$ cat src/rtl/shift_pkg.sv
// rtl/shift_pkg.sv - shared mode encodings and FSM states for the universal shift register
package shift_pkg;

  localparam logic [1:0] MODE_SHL  = 2'b00;
  localparam logic [1:0] MODE_SHR  = 2'b01;
  localparam logic [1:0] MODE_ROTL = 2'b10;
  localparam logic [1:0] MODE_ROTR = 2'b11;

  typedef enum logic {
    ST_IDLE = 1'b0,
    ST_RUN  = 1'b1
  } state_t;

endpackage

$ cat src/rtl/shift_step.sv
// rtl/shift_step.sv - combinational single shift/rotate step with ejected bit
module shift_step
  import shift_pkg::*;
#(
  parameter int WIDTH = 8
) (
  input  logic [WIDTH-1:0] r,
  input  logic [1:0]       mode,
  input  logic             sin_l,
  input  logic             sin_r,
  output logic [WIDTH-1:0] r_next,
  output logic             out_bit
);

  always_comb begin
    r_next  = r;
    out_bit = 1'b0;
    case (mode)
      MODE_SHL: begin
        r_next  = {r[WIDTH-2:0], sin_l};
        out_bit = r[WIDTH-1];
      end
      MODE_SHR: begin
        r_next  = {sin_r, r[WIDTH-1:1]};
        out_bit = r[0];
      end
      MODE_ROTL: begin
        r_next  = {r[WIDTH-2:0], r[WIDTH-1]};
        out_bit = r[WIDTH-1];
      end
      default: begin
        r_next  = {r[0], r[WIDTH-1:1]};
        out_bit = r[0];
      end
    endcase
  end

endmodule

$ cat src/rtl/shift_register_univ.sv
// rtl/shift_register_univ.sv - universal shift register with parallel load and burst-shift engine
module shift_register_univ
  import shift_pkg::*;
#(
  parameter  int WIDTH = 8,
  localparam int CNT_W = $clog2(WIDTH + 1)
) (
  input  logic             CLK,
  input  logic             RST_N,
  input  logic             LOAD,
  input  logic [WIDTH-1:0] PIN,
  input  logic             EN,
  input  logic [1:0]       MODE,
  input  logic             SIN_L,
  input  logic             SIN_R,
  input  logic             START,
  input  logic [CNT_W-1:0] NSHIFT,
  output logic [WIDTH-1:0] POUT,
  output logic             SOUT,
  output logic             BUSY,
  output logic             DONE
);

  localparam logic [CNT_W-1:0] CNT_ONE = CNT_W'(1);
  localparam logic [CNT_W-1:0] CNT_MAX = CNT_W'(WIDTH);

  state_t           state_q, state_d;
  logic [WIDTH-1:0] reg_q, reg_d;
  logic             sout_q, sout_d;
  logic             done_q, done_d;
  logic [CNT_W-1:0] cnt_q, cnt_d;
  logic [1:0]       mode_q, mode_d;
  logic [1:0]       step_mode;
  logic [WIDTH-1:0] step_r;
  logic             step_o;
  logic [CNT_W-1:0] nshift_c;

  // A running burst uses the mode captured at START; single steps use the live MODE.
  assign step_mode = (state_q == ST_RUN) ? mode_q : MODE;
  assign nshift_c  = (NSHIFT > CNT_MAX) ? CNT_MAX : NSHIFT;

  shift_step #(.WIDTH(WIDTH)) u_step (
    .r      (reg_q),
    .mode   (step_mode),
    .sin_l  (SIN_L),
    .sin_r  (SIN_R),
    .r_next (step_r),
    .out_bit(step_o)
  );

  always_ff @(posedge CLK or negedge RST_N) begin
    if (!RST_N) begin
      state_q <= ST_IDLE;
      reg_q   <= '0;
      sout_q  <= 1'b0;
      done_q  <= 1'b0;
      cnt_q   <= '0;
      mode_q  <= MODE_SHL;
    end else begin
      state_q <= state_d;
      reg_q   <= reg_d;
      sout_q  <= sout_d;
      done_q  <= done_d;
      cnt_q   <= cnt_d;
      mode_q  <= mode_d;
    end
  end

  always_comb begin
    state_d = state_q;
    reg_d   = reg_q;
    sout_d  = sout_q;
    done_d  = 1'b0;
    cnt_d   = cnt_q;
    mode_d  = mode_q;
    if (LOAD) begin
      // Loading during a burst aborts it silently.
      reg_d   = PIN;
      state_d = ST_IDLE;
      cnt_d   = '0;
    end else if (state_q == ST_RUN) begin
      reg_d  = step_r;
      sout_d = step_o;
      cnt_d  = cnt_q - CNT_ONE;
      if (cnt_q <= CNT_ONE) begin
        state_d = ST_IDLE;
        done_d  = 1'b1;
      end
    end else if (START) begin
      if (nshift_c == '0) begin
        done_d = 1'b1;
      end else begin
        mode_d  = MODE;
        cnt_d   = nshift_c;
        state_d = ST_RUN;
      end
    end else if (EN) begin
      reg_d  = step_r;
      sout_d = step_o;
    end
  end

  assign POUT = reg_q;
  assign SOUT = sout_q;
  assign BUSY = (state_q == ST_RUN);
  assign DONE = done_q;

endmodule

$ cat config.mk
export PLATFORM = sky130hd
export DESIGN_NAME = shift_register_univ
export DESIGN_NICKNAME = d
export VERILOG_FILES = /design/src/rtl/shift_pkg.sv /design/src/rtl/shift_step.sv /design/src/rtl/shift_register_univ.sv
export SDC_FILE = /design/constraint.sdc
export NUM_CORES = 1
export LEC_CHECK = 0
export ABC_AREA = 1
export CORE_MARGIN = 2
export CORE_UTILIZATION = 44
export CTS_BUF_LIST = sky130_fd_sc_hd__clkbuf_16
export DETAILED_ROUTE_END_ITERATION = 8
export PLACE_DENSITY = 0.8
export SYNTH_ARGS = -nofsm -noshare
export SYNTH_HDL_FRONTEND = slang
export SYNTH_SLANG_ARGS = --single-unit
$ cat constraint.sdc
create_clock -name CLK -period 1.6 [get_ports CLK]
set_input_delay 0.4 -clock CLK [delete_from_list [all_inputs] [get_ports CLK]]
set_output_delay 0.4 -clock CLK [all_outputs]
set_load 0.05 [all_outputs]
---- Word-level counts from Yosys, hierarchy flattened ----
Cells that the tools add are included.
word-level totals
  word-level logic and storage cells ...... 52
  flip-flop bits (word level) ............. 17
  bits of input ports ..................... 21
  output and inout port bits .............. 11
operators by class
  reductions and logical operators ........ 10
  eq/ne operators ......................... 5
  multiplexer cells ....................... 25
  bitwise logic cells ..................... 3
  magnitude comparators ................... 2
  add/subtract/negate cells ............... 1
operator list
  cell                   number
  $mux W8                4
  $pmux W8 S3            1
  $mux W4                5
  $mux W1                14
  $reduce_bool A3 Y1     2
  $gt A4 B4 Y1 const B   1
  $le A4 B1 Y1 const B   1
  $logic_not A4 Y1       1
  $reduce_and A2 Y1      2
  $reduce_and A4 Y1      1
  $sub A4 B1 Y4 const B  1
  $ne A3 B2 Y1 const B   1
  $ne A3 B3 Y1 const B   1
  $not A1 Y1             3
  $reduce_and A3 Y1      1
  $eq A2 B1 Y1 const B   1
  $eq A2 B2 Y1 const B   1
  $logic_not A2 Y1       1
  $mux W2                1
  $ne A2 B1 Y1 const B   1
  $reduce_bool A2 Y1     1
  $reduce_or A2 Y1       1

---- Depth between registers and ports, before layout ----
Gate-level depths: netlist of the first run.
  depth after elaboration ................. 7
  mapped depth ............................ 9
  depth with buffers taken out ............ 9

---- Hierarchy ----
From an unflattened synthesis of the first run, not the netlist that was laid out.
second synthesis, totals
  cells, all modules ...................... 153
  area total of the unflattened synthesis .. 1079.8 um^2
modules (own cells, without submodules)
  module               seq. area each (um^2)  area an instance (um^2)  times used  cells each
  shift_register_univ  425.4                  927.1                    1           121
  shift_step           0.0                    152.6                    1           32

---- Worst setup path after synthesis of the first run ----
OpenSTA, ideal clock, no wires.
  path type ............................... flip-flop to flip-flop
  from .................................... register state_q, in the netlist BUSY
  to ...................................... register reg_q[7], in the netlist POUT[7]
  stages on the path, launching flop included .. 10
  arrival ................................. 1.259 ns
  clock period less this slack ............ 1.377 ns
  setup time .............................. 0.118 ns
  path buffers ............................ 0
  path slack .............................. 0.223 ns
  data required time ...................... 1.482 ns
  path through ............................ dfrtp_1 -> inv_2 -> nand2_1 -> nand2_4 -> nand2_1 -> nand2_1 -> inv_1 -> nand2_1 -> nand2_1 -> nand2_1
between the ends
  cells in the longest elaborated chain, start to end .. 7
ends and longest elaborated chain
  item                                  RTL line                   text
  from (decl)                           shift_register_univ.sv:27  state_t state_q, state_d;
  from (signal assigned)                shift_register_univ.sv:60  state_q <= state_d;
  $mux W2                               shift_register_univ.sv:39  assign step_mode = (state_q == ST_RUN) ? mode_q : MODE;
  $eq A2 B2 Y1 (tied with other cells)  shift_step.sv:18           case (mode)
  $pmux W8 S3                           shift_step.sv:18
  $mux W8                               shift_register_univ.sv:97  end else if (EN) begin
  $mux W8                               shift_register_univ.sv:89  end else if (START) begin
  $mux W8                               shift_register_univ.sv:81  end else if (state_q == ST_RUN) begin
  $mux W8                               shift_register_univ.sv:76  if (LOAD) begin
  to (signal assigned)                  shift_register_univ.sv:61  reg_q <= reg_d;
  to (decl)                             shift_register_univ.sv:28  logic [WIDTH-1:0] reg_q, reg_d;
Parallel ways exist; a longest one is shown, timed or not. The select of a mux whose other input is x is not followed.
A chain may end at the register's enable or synchronous reset.

---- Final worst setup path of the first run ----
  from .................................... register state_q, in the netlist BUSY
  to ...................................... output port BUSY
RTL lines
  item       RTL line                   text
  to (decl)  shift_register_univ.sv:20  output logic BUSY,
No word-level cell between the ends.

==> results.toml, run 1 <==
[placement]
hpwl_um = 2150
place_ws_ns = -0.0579
gp_congestion = 0.835
port_buffers = 31

[power]
ir_drop_mv = 0.915
p_seq_share_pct = 31.9
power_mw = 1.88
powerDensity_mw_per_mm2 = 1130
p_clk_share_pct = 27.5
pwr-share-comb_pct = 40.6
p_leak_nw = 0.821
p_sw_mw = 0.692
switching_share_pct = 36.9
internal_power_mw = 1.18

[cts]
post_cts_resized = 0
cts_tree = "built"
ctsHoldBuffers = 0
cts_made_buffers = 3
clk_path_buf_depth = 2
htreeDepth = 1
cts_sinks = 17
cts-root-buf = "clkbuf_16"
clk_latency_ns = 0.25
postCtsSetupRepairBufs = 0
path_clk_slew_ns = 0.05

[yosys]
synth_seq_cells = 17
synth.area.top_cells = "dfrtp_1 39%, nand2_1 23%, nand3_1 5.9%, inv_1 4.5%, nor2_1 3.1%"
syn_avg_cell_area_um2 = 6.97
synth_nets = 180
synth_edf_count = 0
synth_cells = 157
ys_warn_count = 0
synth_top_area_share_pct = 38.9
synthArstFlopShare_pct = 100
yosysTopAreaCell = "dfrtp_1"
synth_flop_cell = "dfrtp_1"
synth_area_mm2 = 0.00109
ys_types = 23
ys_seq_area_share_pct = 38.9

[timing]
rsz0062_at_grt = "false"
max-slew-margin-rel_pct = 82.2
clock_skew_ns = 0.00106
period_minus_slack_ns = 1.51
worst_pin_slew_ns = 0.268
fin_ws_ns = 0.0859
period_share_pct = 94.6
drv_slew = 0
hold_viol_final = 0
hold_slack_ns = 0.471
timing.fmax_mhz = 660
setup-violations-final = 0

[layout]
mostFrequentLayoutCells = "67 x nand2_1, 20 x clkdlybuf4s50_1, 17 x dfrtp_1"
ff_latch_area_um2 = 425
area_growth_pct = 51.8
multi_input_area_um2 = 592
fillCellCount = 198
final_nets = 220
layout_commonest_cell = "nand2_1"
drive_gt1_share_pct = 17.3
antenna_cells = 0

[job]
maxCapViolCount = 0

[floorplan]
die_h_um = 53.9
initial_core_util_pct = 45.4
io_pins = 32
fp.coreArea_mm2 = 0.00241
rows = 18
die_w_um = 53.9
dieArea_mm2 = 0.00290

[routing]
drt_pre_antenna_iters = 4
route.vias.total = 1139
wl_per_cell_um = 12.3
route.detailed.drc = 0
viasPerCell = 5.04
drtAntennaViolNets = 0
drt-initial-drc-count = 29
routed_wl_um = 2780

[setup_path]
cp_cell_sequence = "buf_4, buf_12"
endpoint = "BUSY"
ff2ff_path_depth = 5
critPathSlowestCell = "dfrtp_1"
r2r_start = "BUSY$_DFF_PN0_"
critical_path_arrival_ns = 1.11
max_stage_delay_ns = 0.49
crit_fanout = 7
rr_endpoint = "cnt_q[2]$_DFFE_PN0P_"
end_kind = "output pin"
reg2reg_setup_slack_ns = 0.24
worstSetupPathType = "register to output pin"
start_kind = "register"
crit_required_ns = 1.20
startpoint = "BUSY$_DFF_PN0_"

[global_route]
grt_pass1_vias = 1080
grt_max_degree = 18
grt_pass1_wl_um = 4700
grt_overflow = 0
antenna_found_initial = 0
grt_util_all_layers_pct = 22.6

[run_status]
outcome = "finished, final reports clean"

[worst_hold_path]
hp-class = "input port to asynchronous set/reset pin"
==> worst min-delay path by stage <==
| stage | cells past startpoint | endpoint | slack [ns] | from |
|---|---|---|---|---|
| after CTS | 2 | cnt_q[0]$_DFFE_PN0P_ | 0.48 | RST_N |
| after global routing | 2 | cnt_q[0]$_DFFE_PN0P_ | 0.53 | RST_N |
| after global placement | 2 | mode_q[1]$_DFFE_PN0P_ | 0.50 | mode_q[1]$_DFFE_PN0P_ |
| after floorplan | 0 | BUSY$_DFF_PN0_ | 0.10 | RST_N |
| after detailed placement | 2 | cnt_q[3]$_DFFE_PN0P_ | 0.52 | cnt_q[3]$_DFFE_PN0P_ |
| final | 2 | cnt_q[0]$_DFFE_PN0P_ | 0.47 | RST_N |
==> worst max-delay path: cells and delay by family, from the launching register on <==
kind	cells	cell delay [ns]
buf+inv	2	0.37
flops	1	0.49
==> final cells by class <==
| cell class | count | share of cell area, % |
|---|---|---|
| inverter | 16 | 3.62 |
| timing repair buffer | 37 | 28.0 |
| tap | 30 | 2.26 |
| sequential | 17 | 25.6 |
| clock buffer | 3 | 4.52 |
| clock inverter | 1 | 0.301 |
| multi-input combinational | 122 | 35.6 |
==> sequential cells by signal, indices dropped and copies added, names as in the netlist <==
register / count
POUT: 8
cnt_q: 4
mode_q: 2
BUSY: 1
DONE: 1
SOUT: 1
==> through the flow <==
stage / TNS (ns) / instance area (µm²) / cells / utilization (%)
6_report: 0 / 1660 / 226 / 68.9
2_1_floorplan: 0 / 1090 / 157 / -
4_1_cts: 0 / 1660 / 226 / 68.9
5_1_grt: 0 / 1660 / 226 / 68.9
3_5_place_dp: -0.0929 / 1580 / 222 / 65.6
3_3_place_gp: -0.0538 / 1580 / 222 / 65.6
==> cell usage after synthesis (2+ instances only) <==
cell type,instances
nand2_2,3
o22ai_1,3
nand2_4,3
nor2_1,9
o21ai_0,2
o21ai_1,6
inv_2,3
ha_1,2
inv_1,13
nand3_1,13
o21a_1,2
nand2_1,67
nor2_2,2
o211ai_1,3
nand3b_1,2
dfrtp_1,17
==> cell families (layout without fill, tap and decap cells) <==
kind of cell	Yosys count	after routing	synth area share, %
and+or+nand+nor	102	102	41.9
AOI/OAI and AO/OA	18	18	9.95
buffers and inverters	18	57	6.98
DFF	17	17	38.9
adders and majority gates	2	2	2.29
==> per-layer routing <==
layer  share of wire [%]  track usage (%)  routed length, µm  vias to the layer above
met5                   0                0                  0                        -
met2                  51             40.7               1410                       29
met3                 4.6             4.17                128                        5
li1                    -                -                  -                      579
met1                  43             26.0               1190                      526
met4                 1.5             9.40                 42                        0
==> power groups by stage <==
stage	clock (mW)	combinational, mW	sequential [mW]
global placement	0	0.752	0.604
detailed placement	0	0.764	0.603
finish	0.515	0.762	0.598
global route	0.537	0.828	0.609
floorplan	0	0.276	0.726
CTS	0.521	0.767	0.598
No activity file was read; power rests on OpenSTA's default activity.
==> run 2: changes to the inputs <==
Settings changed: CTS_CLUSTER_SIZE set to 16, MAX_ROUTING_LAYER set to met4.
==> run 2 against run 1 <==
Compared with the run above:
- setup slack gained 0.11 ns
- highest routed layer unchanged
- largest cell class unchanged
- clock skew is essentially flat
- critical path depth grew 5
==> results.toml, run 2 (same netlist as run 1, synthesis figures left out) <==
[setup_path]
worstSetupPathType = "input port to register"
crit_fanout = 9
cp_cell_sequence = "clkdlybuf4s50_1, buf_4, nor2_4, nand2_1, nand2_1, inv_1, nand2_1"
r2r_start = "BUSY$_DFF_PN0_"
ff2ff_path_depth = 5
end_kind = "register"
rr_endpoint = "cnt_q[2]$_DFFE_PN0P_"
cpMostUsedCell = "nand2_1"
max_stage_delay_ns = 0.52
critPathTopFamily = "buffers and inverters"
worst-path-stages = 7
critPathSlowestCell = "clkdlybuf4s50_1"
crit_required_ns = 1.79
start_kind = "input port"
critical_path_arrival_ns = 1.59
reg2reg_setup_slack_ns = 0.38
crit_buf_inv = 3

[worst_hold_path]
hp-class = "input port to asynchronous set/reset pin"

[cts]
postCtsSetupRepairBufs = 0
cts_tree = "built"
ctsHoldBuffers = 0
clk_path_buf_depth = 2
cts_made_buffers = 3
post_cts_resized = 0
path_clk_slew_ns = 0.05
clk_latency_ns = 0.25
cts_sinks = 17
cts-root-buf = "clkbuf_16"
htreeDepth = 1

[power]
powerDensity_mw_per_mm2 = 1120
power_mw = 1.87
ir_drop_mv = 0.901
p_leak_nw = 0.827

[timing]
hold_slack_ns = 0.488
worst_pin_slew_ns = 0.243
period_share_pct = 87.7
setup-violations-final = 0
drv_slew = 0
max-slew-margin-rel_pct = 83.8
rsz0062_at_grt = "false"
period_minus_slack_ns = 1.40
fin_ws_ns = 0.196
clock_skew_ns = 0.000634
tns_ns = 0
timing.fmax_mhz = 712
hold_viol_final = 0

[layout]
final_nets = 221
fin_util_pct = 69.2
final_cell_area_mm2 = 0.00167
largest_register_ffs = 8
layout_commonest_cell = "nand2_1"
mostFrequentLayoutCells = "67 x nand2_1, 20 x clkdlybuf4s50_1, 17 x dfrtp_1"
drive_gt1_share_pct = 17.8
area_growth_pct = 52.5
stdcell_count = 227
antenna_cells = 0

[placement]
gp_congestion = 0.811
place_ws_ns = -0.0640
port_buffers = 31
place_inst = 223
hpwl_um = 2260
placed_area_mm2 = 0.00159

[global_route]
grt_util_all_layers_pct = 24.7
grt_pass1_wl_um = 4970
grt_max_degree = 18
antenna_found_initial = 0
grt_pass1_vias = 1141
grt_overflow = 0

[run_status]
outcome = "finished, final reports clean"

[routing]
route.detailed.drc = 0
drtAntennaViolNets = 0
viasPerCell = 5.15
routed_wl_um = 2880
wl_per_cell_um = 12.7
drt-initial-drc-count = 24
drt_pre_antenna_iters = 4
route.vias.total = 1169

[floorplan]
die_w_um = 53.9
rows = 18
fp.coreArea_mm2 = 0.00241
io_pins = 32
initial_core_util_pct = 45.4
die_h_um = 53.9
dieArea_mm2 = 0.00290

[job]
maxCapViolCount = 0
==> run 2: where the power goes <==
part	switching (mW)	internal (mW)
sequential	0.0923	0.501
combinational	0.424	0.352
clock	0.169	0.335
==> run 2: worst register-to-register path, cell delays in order, from the launching register on <==
cell and delay, ns:
dfrtp_1 0.40, buf_4 0.17, nor2_2 0.19, nand2_1 0.13, nand2_1 0.12, o22ai_1 0.09
==> run 2: area by class of cell <==
cell class | count | area (µm²)
Timing Repair Buffer | 38 | 473
Tap cell | 30 | 37.5
Clock buffer | 3 | 75.1
Clock inverter | 1 | 5.00
Multi-Input combinational cell | 122 | 592
Fill cell | 201 | 742
Inverter | 16 | 60.1
Sequential cell | 17 | 425
==> run 2: metal layers <==
| layer | global-route usage [%] | vias to the layer above | share of wire, % |
|---|---|---|---|
| li1 | - | 582 | - |
| met1 | 25.7 | 553 | 40 |
| met2 | 44.5 | 29 | 54 |
| met3 | 5.28 | 5 | 4.8 |
| met4 | 10.7 | 0 | 1.1 |
| met5 | - | - | 0 |
==> run 2: how the worst max path moves through the flow <==
| stage | from | slack (ns) | to |
|---|---|---|---|
| final | LOAD | 0.20 | POUT[0]$_DFFE_PN0P_ |
| after CTS | LOAD | 0.20 | POUT[0]$_DFFE_PN0P_ |
| after global routing | LOAD | 0.08 | POUT[0]$_DFFE_PN0P_ |
| after floorplan | BUSY$_DFF_PN0_ | 0.22 | POUT[7]$_DFFE_PN0P_ |
| after detailed placement | LOAD | -0.06 | POUT[0]$_DFFE_PN0P_ |
| after global placement | LOAD | -0.03 | POUT[0]$_DFFE_PN0P_ |
==> run 3: changes to the inputs <==
Settings changed: SETUP_SLACK_MARGIN set to 0.4.
==> run 3 against run 2 <==
Compared with the run above:
- sequential power about the same
- largest power group unchanged
- routed wire length increased by 21%
- maximum frequency increased by 9.8%
- hold slack got worse by 0.027 ns
- setup slack improved by 0.12 ns
- critical path depth decreased by 6
- highest routed layer unchanged
- core utilization increased by 10 points
- global-route usage increased by 1.4 points
- largest cell class unchanged
- non-clock buffer count increased by 18
==> results.toml, run 3 (same netlist as run 1, synthesis figures left out) <==
[timing]
tns_ns = 0
hold_viol_final = 0
fin_ws_ns = 0.321
clock_skew_ns = 0.00282
worst_pin_slew_ns = 0.228
max-slew-margin-rel_pct = 84.8
period_minus_slack_ns = 1.28
timing.fmax_mhz = 782
drv_slew = 0
rsz0062_at_grt = "true"
period_share_pct = 79.9
setup-violations-final = 0

[setup_path]
max_stage_delay_ns = 0.46
start_kind = "register"
crit_fanout = 4
critPathTopFamily = "flip-flops"
crit_required_ns = 1.20
cp_cell_sequence = "buf_12"
critical_path_arrival_ns = 0.88
crit_buf_inv = 1
end_kind = "output pin"
critPathSlowestCell = "dfrtp_2"
worstSetupPathType = "register to output pin"

[global_route]
grt_pass1_wl_um = 5450
grt_max_degree = 18
grt_util_all_layers_pct = 26.2
grt_overflow = 0
antenna_found_initial = 0
grt_pass1_vias = 1305

[placement]
hpwl_um = 2180
port_buffers = 31
gp_congestion = 0.948
place_ws_ns = -0.0204

[layout]
largest_register_ffs = 8
antenna_cells = 0
fin_util_pct = 79.2
drive_gt1_share_pct = 35.5
area_growth_pct = 74.5
final_nets = 241
mostFrequentLayoutCells = "58 x nand2_1, 23 x buf_4, 13 x nand3_1"
layout_commonest_cell = "nand2_1"
fillCellCount = 158

[cts]
path_clk_slew_ns = 0.05
ctsHoldBuffers = 0
cts_sinks = 17
htreeDepth = 1
cts_tree = "built"
clk_path_buf_depth = 2
clk_latency_ns = 0.25
cts-root-buf = "clkbuf_16"
cts_made_buffers = 3

[floorplan]
fp.coreArea_mm2 = 0.00241
io_pins = 32
die_w_um = 53.9
die_h_um = 53.9
initial_core_util_pct = 45.4
rows = 18
dieArea_mm2 = 0.00290

[routing]
route.vias.total = 1326
wl_per_cell_um = 14.1
drt_pre_antenna_iters = 4
route.detailed.drc = 0
viasPerCell = 5.37
drtAntennaViolNets = 0
drt-initial-drc-count = 52
routed_wl_um = 3490

[run_status]
outcome = "finished, final reports clean"

[worst_hold_path]
hp-class = "input port to register"

[power]
powerDensity_mw_per_mm2 = 1070
p_leak_nw = 0.968
ir_drop_mv = 1.09

[job]
maxCapViolCount = 0
==> run 3: changes by cell type in the layout (fill, tap and decap cells not counted), sizes merged <==
cell,delta
buf,+18
nand2,+2
clkinv,-1
dlymetal6s2s,+1
inv,+1
clkdlybuf4s50,-9
dlygate4sd2,+8
==> run 3: power breakdown <==
part / total [mW] / internal (mW) / leakage [nW] / switching (mW)
Combinational: 0.952 / 0.445 / 0.718 / 0.506
Sequential: 0.592 / 0.507 / 0.207 / 0.0850
Clock: 0.500 / 0.332 / 0.0423 / 0.168
==> run 3: path summary, 6_finish.rpt <==
kind,startpoint,to,slack (ns),depth (start not counted)
worst max-delay path,BUSY$_DFF_PN0_,BUSY,0.32,1
worst min-delay path,MODE[1],mode_q[1]$_DFFE_PN0P_,0.46,3
worst max register to register,BUSY$_DFF_PN0_,POUT[7]$_DFFE_PN0P_,0.38,9
worst min register to register,cnt_q[3]$_DFFE_PN0P_,cnt_q[3]$_DFFE_PN0P_,0.53,2
max in group asynchronous,RST_N,POUT[0]$_DFFE_PN0P_,0.90,2
min in group asynchronous,RST_N,DONE$_DFF_PN0_,0.49,2
==> run 3: per-stage QoR <==
step,cells,total power [mW],hold WS (ns),area (µm²)
floorplan,157,1.01,0.104,1110
global placement,224,1.36,0.500,1610
detailed placement,224,1.38,0.511,1610
CTS,241,1.96,0.499,1820
global route,247,2.14,0.495,1910
finish,247,2.04,0.461,1910
==> run 3: layout make-up <==
type	count	area, µm²	share of cell area, %
multi-input cells	124	687	36.0
flip-flops and latches	17	434	22.8
clock inverters	1	3.75	0.197
clock buffers	3	75.1	3.93
well taps	30	37.5	1.97
repair buffers	56	608	31.9
inverters	16	62.6	3.28
==> run 3: timing repair <==
| action | CTS | global route |
|---|---|---|
| setup buffers | 11 | 6 |
| endpoints found under the setup margin | 27 | 27 |
| cloned | 2 | 0 |
| resized for setup | 25 | 16 |
| pin swaps | 13 | 9 |
==> run 3: routing by layer <==
layer / share of wire (%) / global-route usage [%]
met1: 39 / 29.7
met2: 51 / 46.7
met3: 6.0 / 2.78
met4: 3.2 / 10.3
met5: 0 / -
